==> config.mk <==
export PLATFORM = sky130hd
export DESIGN_NAME = adc_pattern_gen
export DESIGN_NICKNAME = d
export VERILOG_FILES = /design/src/rtl/adc_pattern_gen.sv
export SDC_FILE = /design/constraint.sdc
export NUM_CORES = 1
export LEC_CHECK = 0
export BUFFER_PORTS_ARGS = -buffer_cell sky130_fd_sc_hd__buf_4
export CAP_MARGIN = 0
export CORE_ASPECT_RATIO = 1.75
export CORE_MARGIN = 5
export CORE_UTILIZATION = 30
export DETAILED_ROUTE_END_ITERATION = 8
export GPL_TIMING_DRIVEN = 0
export PLACE_DENSITY = 0.45
export RECOVER_POWER = 100
export SETUP_SLACK_MARGIN = 0.3
export SYNTH_ARGS = -nofsm -noshare
export SYNTH_HDL_FRONTEND = slang
export SYNTH_HIERARCHICAL = 1
export SYNTH_SLANG_ARGS = --single-unit
==> constraint.sdc <==
create_clock -name clk -period 9.4 [get_ports clk]
set_clock_uncertainty 0.15 [all_clocks]
set_input_delay 0.94 -clock clk [delete_from_list [all_inputs] [get_ports clk]]
set_output_delay 0.94 -clock clk [all_outputs]
set_load 0.005 [all_outputs]
==> src/rtl/adc_pattern_gen.sv <==
// adc_pattern_gen: multi-lane ramp/triangle/constant/PRBS sample source, paced by a decimation divider, valid/ready output.
// Build option: define ADC_PATTERN_PRBS_EN to include the 32-bit LFSR for mode 3; otherwise mode 3 is a ramp.

module adc_pattern_lane #(
    parameter int     WIDTH     = 16,
    parameter int     LANE      = 0,
    parameter longint CH_OFFSET = 0
) (
    input  logic             clk,
    input  logic             reset,
    input  logic             load,
    input  logic [WIDTH-1:0] acc,
    output logic [WIDTH-1:0] data
);
    localparam longint           LANE_OFF = longint'(LANE) * CH_OFFSET;
    localparam logic [WIDTH-1:0] OFF      = WIDTH'(LANE_OFF);

    always_ff @(posedge clk or negedge reset) begin
        if (!reset)
            data <= '0;
        else if (load)
            data <= acc + OFF;
    end
endmodule

module adc_pattern_gen #(
    parameter int     WIDTH     = 16,
    parameter int     CHANNELS  = 4,
    parameter int     STEP_W    = 8,
    parameter longint CH_OFFSET = longint'(1) << (WIDTH - 2)
) (
    input  logic                      clk,
    input  logic                      reset,
    input  logic                      enable,
    input  logic [1:0]                mode,
    input  logic [STEP_W-1:0]         step,
    input  logic [7:0]                decim,
    output logic [CHANNELS*WIDTH-1:0] out_data,
    output logic                      out_valid,
    input  logic                      out_ready,
    output logic                      overrun,
    input  logic                      clr_overrun
);
    typedef enum logic [1:0] {MODE_RAMP, MODE_TRI, MODE_CONST, MODE_PRBS} mode_e;

    localparam logic [WIDTH-1:0] ACC_MAX = '1;

    logic [7:0]                     div;
    logic [WIDTH-1:0]               acc, acc_nxt, acc_base, step_ext;
    logic                           dir_down, dir_nxt, dir_base;
    logic [1:0]                     last_mode;
    logic                           tick, hs, advance, lost, restart;
    logic [WIDTH:0]                 tri_sum;
    logic [CHANNELS-1:0][WIDTH-1:0] lane_q;

    // >= rather than == so a decim lowered below the running count ticks at once instead of wrapping 256.
    assign tick     = enable && (div >= decim);
    assign hs       = out_valid && out_ready;
    assign advance  = tick && (!out_valid || hs);
    assign lost     = tick && out_valid && !hs;
    assign restart  = (mode != last_mode);
    assign step_ext = WIDTH'(step);
    assign acc_base = restart ? '0 : acc;
    assign dir_base = restart ? 1'b0 : dir_down;
    assign tri_sum  = {1'b0, acc_base} + {1'b0, step_ext};

`ifdef ADC_PATTERN_PRBS_EN
    logic [31:0] lfsr, lfsr_base, lfsr_nxt;

    assign lfsr_base = restart ? '1 : lfsr;
    assign lfsr_nxt  = {lfsr_base[30:0], lfsr_base[31] ^ lfsr_base[21] ^ lfsr_base[1] ^ lfsr_base[0]};

    always_ff @(posedge clk or negedge reset) begin
        if (!reset)
            lfsr <= '1;
        else if (advance)
            lfsr <= lfsr_nxt;
    end
`endif

    always_comb begin
        acc_nxt = acc_base + step_ext;
        dir_nxt = dir_base;
        case (mode_e'(mode))
            MODE_TRI: begin
                if (!dir_base) begin
                    if (tri_sum >= {1'b0, ACC_MAX}) begin
                        acc_nxt = ACC_MAX;
                        dir_nxt = 1'b1;
                    end else begin
                        acc_nxt = tri_sum[WIDTH-1:0];
                    end
                end else if (acc_base <= step_ext) begin
                    acc_nxt = '0;
                    dir_nxt = 1'b0;
                end else begin
                    acc_nxt = acc_base - step_ext;
                end
            end
            MODE_CONST: acc_nxt = step_ext;
`ifdef ADC_PATTERN_PRBS_EN
            MODE_PRBS:  acc_nxt = lfsr_nxt[WIDTH-1:0];
`endif
            default: ;
        endcase
    end

    always_ff @(posedge clk or negedge reset) begin
        if (!reset) begin
            div       <= '0;
            acc       <= '0;
            dir_down  <= 1'b0;
            last_mode <= '0;
            out_valid <= 1'b0;
            overrun   <= 1'b0;
        end else begin
            if (enable)
                div <= tick ? 8'd0 : div + 8'd1;
            if (advance) begin
                acc       <= acc_nxt;
                dir_down  <= dir_nxt;
                last_mode <= mode;
            end
            if (advance)
                out_valid <= 1'b1;
            else if (hs)
                out_valid <= 1'b0;
            if (lost)
                overrun <= 1'b1;
            else if (clr_overrun)
                overrun <= 1'b0;
        end
    end

    for (genvar k = 0; k < CHANNELS; k++) begin : g_lane
        adc_pattern_lane #(
            .WIDTH    (WIDTH),
            .LANE     (k),
            .CH_OFFSET(CH_OFFSET)
        ) u_lane (
            .clk  (clk),
            .reset(reset),
            .load (advance),
            .acc  (acc_nxt),
            .data (lane_q[k])
        );
    end

    assign out_data = lane_q;
endmodule
==> metrics.txt <==
# TYPE chip_impl_metric gauge
chip_impl_info{name="run_status",value="complete, but fails checks"} 1
chip_impl_info{name="violations",value="capacitance limit, slew limit"} 1
chip_impl_metric{name="hold_violations",unit=""} 0
chip_impl_metric{name="hold_depth",unit=""} 1
chip_impl_metric{name="r2r.worst_path.cells",unit=""} 20
chip_impl_metric{name="area_of_the_die",unit="um2"} 24300
chip_impl_metric{name="routed_wire_length_per_instance",unit="um"} 21.5
chip_impl_metric{name="p_leak",unit="nW"} 3.35
chip_impl_info{name="min_delay_worst_endpoint",value="g_lane[3].u_lane/data[11]"} 1
chip_impl_info{name="path_common_cell",value="sky130_fd_sc_hd__clkbuf_1"} 1
chip_impl_metric{name="layout_cell_share_with_drive_strength_beyond_1",unit="%"} 20.4
chip_impl_info{name="hp-start",value="g_lane[3].u_lane/data[11]"} 1
chip_impl_metric{name="grt_pass1_wl",unit="um"} 33700
chip_impl_metric{name="site_rows",unit=""} 70
chip_impl_metric{name="cts_buffer_depth",unit=""} 2
chip_impl_metric{name="synth-warning-count",unit=""} 6
chip_impl_metric{name="clkTransAtPathRegs",unit="ns"} 0.07
chip_impl_metric{name="place.gp.congestion",unit=""} 0.911
chip_impl_metric{name="grt.overflow.total",unit=""} 0
chip_impl_metric{name="antenna_violating_nets_post_route",unit=""} 0
chip_impl_info{name="worst-setup-path-type",value="input pin to register"} 1
chip_impl_metric{name="insertion_delay",unit="ns"} 0.35
chip_impl_metric{name="tns",unit="ns"} 0
chip_impl_metric{name="pin_count",unit=""} 89
chip_impl_metric{name="vias_in_the_first_global_route",unit=""} 5865
chip_impl_metric{name="buffer_ports.inserted",unit=""} 85
chip_impl_metric{name="netlist_area_before_placement",unit="um2"} 6340
chip_impl_metric{name="max_clock_freq",unit="GHz"} 0.131
chip_impl_metric{name="num_vias",unit=""} 5402
chip_impl_metric{name="drt-initial-drc-count",unit=""} 252
chip_impl_metric{name="worstSetupPathDepth",unit=""} 21
chip_impl_metric{name="floorplan.initialDensity",unit="%"} 30.4
chip_impl_metric{name="core-area",unit="um2"} 20800
chip_impl_metric{name="irDropWorstVdd",unit="mV"} 0.130
chip_impl_metric{name="drc_errors",unit=""} 0
chip_impl_metric{name="cpPeakStageDelay",unit="ns"} 1.11
chip_impl_metric{name="synthesis.instances",unit=""} 637
chip_impl_metric{name="diodes",unit=""} 0
chip_impl_metric{name="setup_fix_bufs_post_cts",unit=""} 0
chip_impl_metric{name="power.density",unit="nW/um2"} 273
chip_impl_metric{name="worst-slew-pin-transition",unit="ns"} 3.78
chip_impl_info{name="dominantRegCellSynth",value="sky130_fd_sc_hd__dfrtp_1"} 1
chip_impl_metric{name="drt_pre_antenna_iters",unit=""} 5
chip_impl_metric{name="synthDistinctLibCells",unit=""} 77
chip_impl_metric{name="hold-worst-slack",unit="ns"} 0.339
chip_impl_info{name="cp-start-kind",value="input pin"} 1
chip_impl_metric{name="cts_buffers",unit=""} 9
chip_impl_info{name="layout.cells.most_common",value="sky130_fd_sc_hd__dfrtp_1"} 1
chip_impl_info{name="hold_class",value="register to register"} 1
chip_impl_metric{name="ys_seq_elements",unit=""} 93
chip_impl_metric{name="placedCellCount",unit=""} 974
chip_impl_metric{name="relative_area_change_from_synthesis_to_final_layout",unit="%"} 16.3
chip_impl_info{name="most-common-layout-cells",value="sky130_fd_sc_hd__dfrtp_1, sky130_fd_sc_hd__nand2_1, sky130_fd_sc_hd__clkbuf_4"} 1
chip_impl_metric{name="antenna_found_initial",unit=""} 0
chip_impl_metric{name="synth-edff-count",unit=""} 0
chip_impl_metric{name="grt_usage",unit="%"} 17.9
chip_impl_info{name="critPathSlowestCell",value="sky130_fd_sc_hd__nor4b_1"} 1
chip_impl_metric{name="die_x",unit="um"} 120
chip_impl_metric{name="crit_required",unit="ns"} 9.48
chip_impl_metric{name="dp.final_hpwl",unit="um"} 17000
chip_impl_metric{name="design.final.nets",unit=""} 780
chip_impl_metric{name="postCtsResizedCells",unit=""} 0
chip_impl_info{name="critPathTopFamily",value="simple AND/OR/NAND/NOR gates"} 1
chip_impl_metric{name="path_max_fanout",unit=""} 10
chip_impl_metric{name="arrival",unit="ns"} 7.71
chip_impl_metric{name="cts_sinks",unit=""} 93
chip_impl_metric{name="finish.cell_count_without_fillers",unit=""} 991
chip_impl_metric{name="avgSynthCellArea",unit="um2"} 9.95
chip_impl_metric{name="mappedNetlistNets",unit=""} 683
chip_impl_info{name="rsz_0062_raised_after_global_routing",value="no"} 1
chip_impl_metric{name="final_setup_violation_count",unit=""} 0
chip_impl_info{name="tritoncts_clock_tree",value="yes"} 1
chip_impl_metric{name="holdBufCountCts",unit=""} 0
chip_impl_metric{name="ys_seq_area_share",unit="%"} 36.7
chip_impl_metric{name="timing.final.crit_share",unit="%"} 81.2
chip_impl_info{name="rr_startpoint",value="last_mode[1]"} 1
chip_impl_metric{name="max_h_tree_level",unit=""} 3
chip_impl_metric{name="critPathBufInv",unit=""} 5
chip_impl_metric{name="cap_violations",unit=""} 1
chip_impl_metric{name="post-route-min-period",unit="ns"} 7.63
chip_impl_metric{name="timing.reg2reg.setup_slack",unit="ns"} 2.16
chip_impl_metric{name="post_drt_via_cell_ratio",unit=""} 5.45
chip_impl_metric{name="routed_wirelength",unit="um"} 21300
chip_impl_metric{name="finish.utilization",unit="%"} 35.4
chip_impl_metric{name="final-max-slew-violation-count",unit=""} 71
chip_impl_info{name="timing.critical_path.to_type",value="register"} 1
chip_impl_metric{name="grt_start_max_net_pins",unit=""} 94
chip_impl_metric{name="async_reset_ff_share",unit="%"} 100
chip_impl_metric{name="dieHeight",unit="um"} 202
chip_impl_info{name="cp_cell_sequence",value="clkbuf_1, xor2_1, nor2_1, clkbuf_1, clkbuf_1, nand2_1, inv_1, ha_1, ha_1, a211oi_1, o211a_1, nor4b_1, nor2_1, xnor2_1, or4_1, nor4b_1, a41oi_1, clkbuf_1, nand2_1, xnor2_1, mux2_2"} 1
chip_impl_info{name="reg2reg_to",value="g_lane[3].u_lane/data[15]"} 1
chip_impl_info{name="cell_at_the_root_of_the_clock_tree",value="sky130_fd_sc_hd__clkbuf_16"} 1
chip_impl_metric{name="max_slew_headroom_at_the_worst_pin",unit="%"} -152
==> final cells by class <==
cell class / count / area (um2)
Sequential cell: 93 / 2330
Fill cell: 2189 / 13500
Inverter: 35 / 131
Timing Repair Buffer: 86 / 567
Buffer: 37 / 243
Clock inverter: 6 / 68.8
Tap cell: 252 / 315
Clock buffer: 10 / 229
Multi-Input combinational cell: 472 / 3490
==> through the flow <==
| stage | power [mW] | instance area, um2 | setup WS [ns] |
|---|---|---|---|
| 2_1_floorplan | 1.30 | 6340 | 4.06 |
| 3_3_place_gp | 1.73 | 7290 | 2.14 |
| 3_5_place_dp | 1.73 | 7290 | 2.19 |
| 4_1_cts | 2.12 | 7590 | 2.54 |
| 5_1_grt | 2.15 | 7370 | 1.32 |
| 6_report | 2.01 | 7370 | 1.77 |
==> per-layer routing <==
metal	part of all wire, %	up-vias	GRT usage (%)
li1	-	2531	-
met1	35	2629	17.9
met2	54	176	33.1
met3	3.9	66	2.88
met4	7.2	0	12.7
met5	0	-	0
==> cells by family after synthesis <==
group,share of synthesized area (%)
muxes,14.4
xor gates and xnor gates,4.60
adders and majority gates,4.86
DFF,36.7
and+or+nand+nor,15.2
buffers and inverters,5.98
AOI/OAI and AO/OA,18.3
==> worst max path at each step <==
stage / from / slack (ns) / end
after global placement: mode[1] / 2.14 / g_lane[2].u_lane/data[8]
after detailed placement: mode[1] / 2.19 / g_lane[2].u_lane/data[8]
after CTS: mode[1] / 2.54 / g_lane[2].u_lane/data[8]
after floorplan: mode[1] / 4.06 / g_lane[3].u_lane/data[15]
after global routing: mode[1] / 1.32 / g_lane[3].u_lane/data[15]
final: mode[1] / 1.77 / g_lane[3].u_lane/data[15]
==> power breakdown <==
group          switching (mW)  leakage (nW)  internal (mW)
clock                   0.161         0.143          0.208
sequential             0.0910          1.22          0.536
combinational           0.612          1.99          0.403
==> state kept, by name, summed over array words and instances, names as in the netlist <==
name and cells:
g_lane.u_lane/data 64, out_valid 1, div 8, last_mode 2
acc 16, dir_down 1, overrun 1
==> worst reg2reg max path: cells and delay by family (launching register included) <==
kind            cells  cell delay [ns]
buf+inv             4             1.44
fa+ha+maj           2             0.59
compound gates      3             0.60
mux                 1             0.27
flops               1             0.43
xor+xnor            3             0.61
simple gates        7             3.04
==> cell usage after synthesis, drive strengths merged (7+ instances only) <==
library cell / count / area (um2)
a31oi: 21 / 188
o21ai: 21 / 105
clkbuf: 19 / 72.6
nor3: 13 / 65.1
buf: 18 / 175
xor2: 11 / 111
nand3: 19 / 95.1
ha: 23 / 288
nand4: 7 / 43.8
inv: 35 / 131
o22ai: 8 / 50.1
a21oi: 33 / 176
nand2b: 9 / 56.3
nor2: 47 / 176
xnor2: 18 / 180
and3: 8 / 50.1
dfrtp: 93 / 2330
nand2: 49 / 184
mux2: 64 / 852
o211ai: 8 / 60.1
Power figures use the tool's default switching activity.
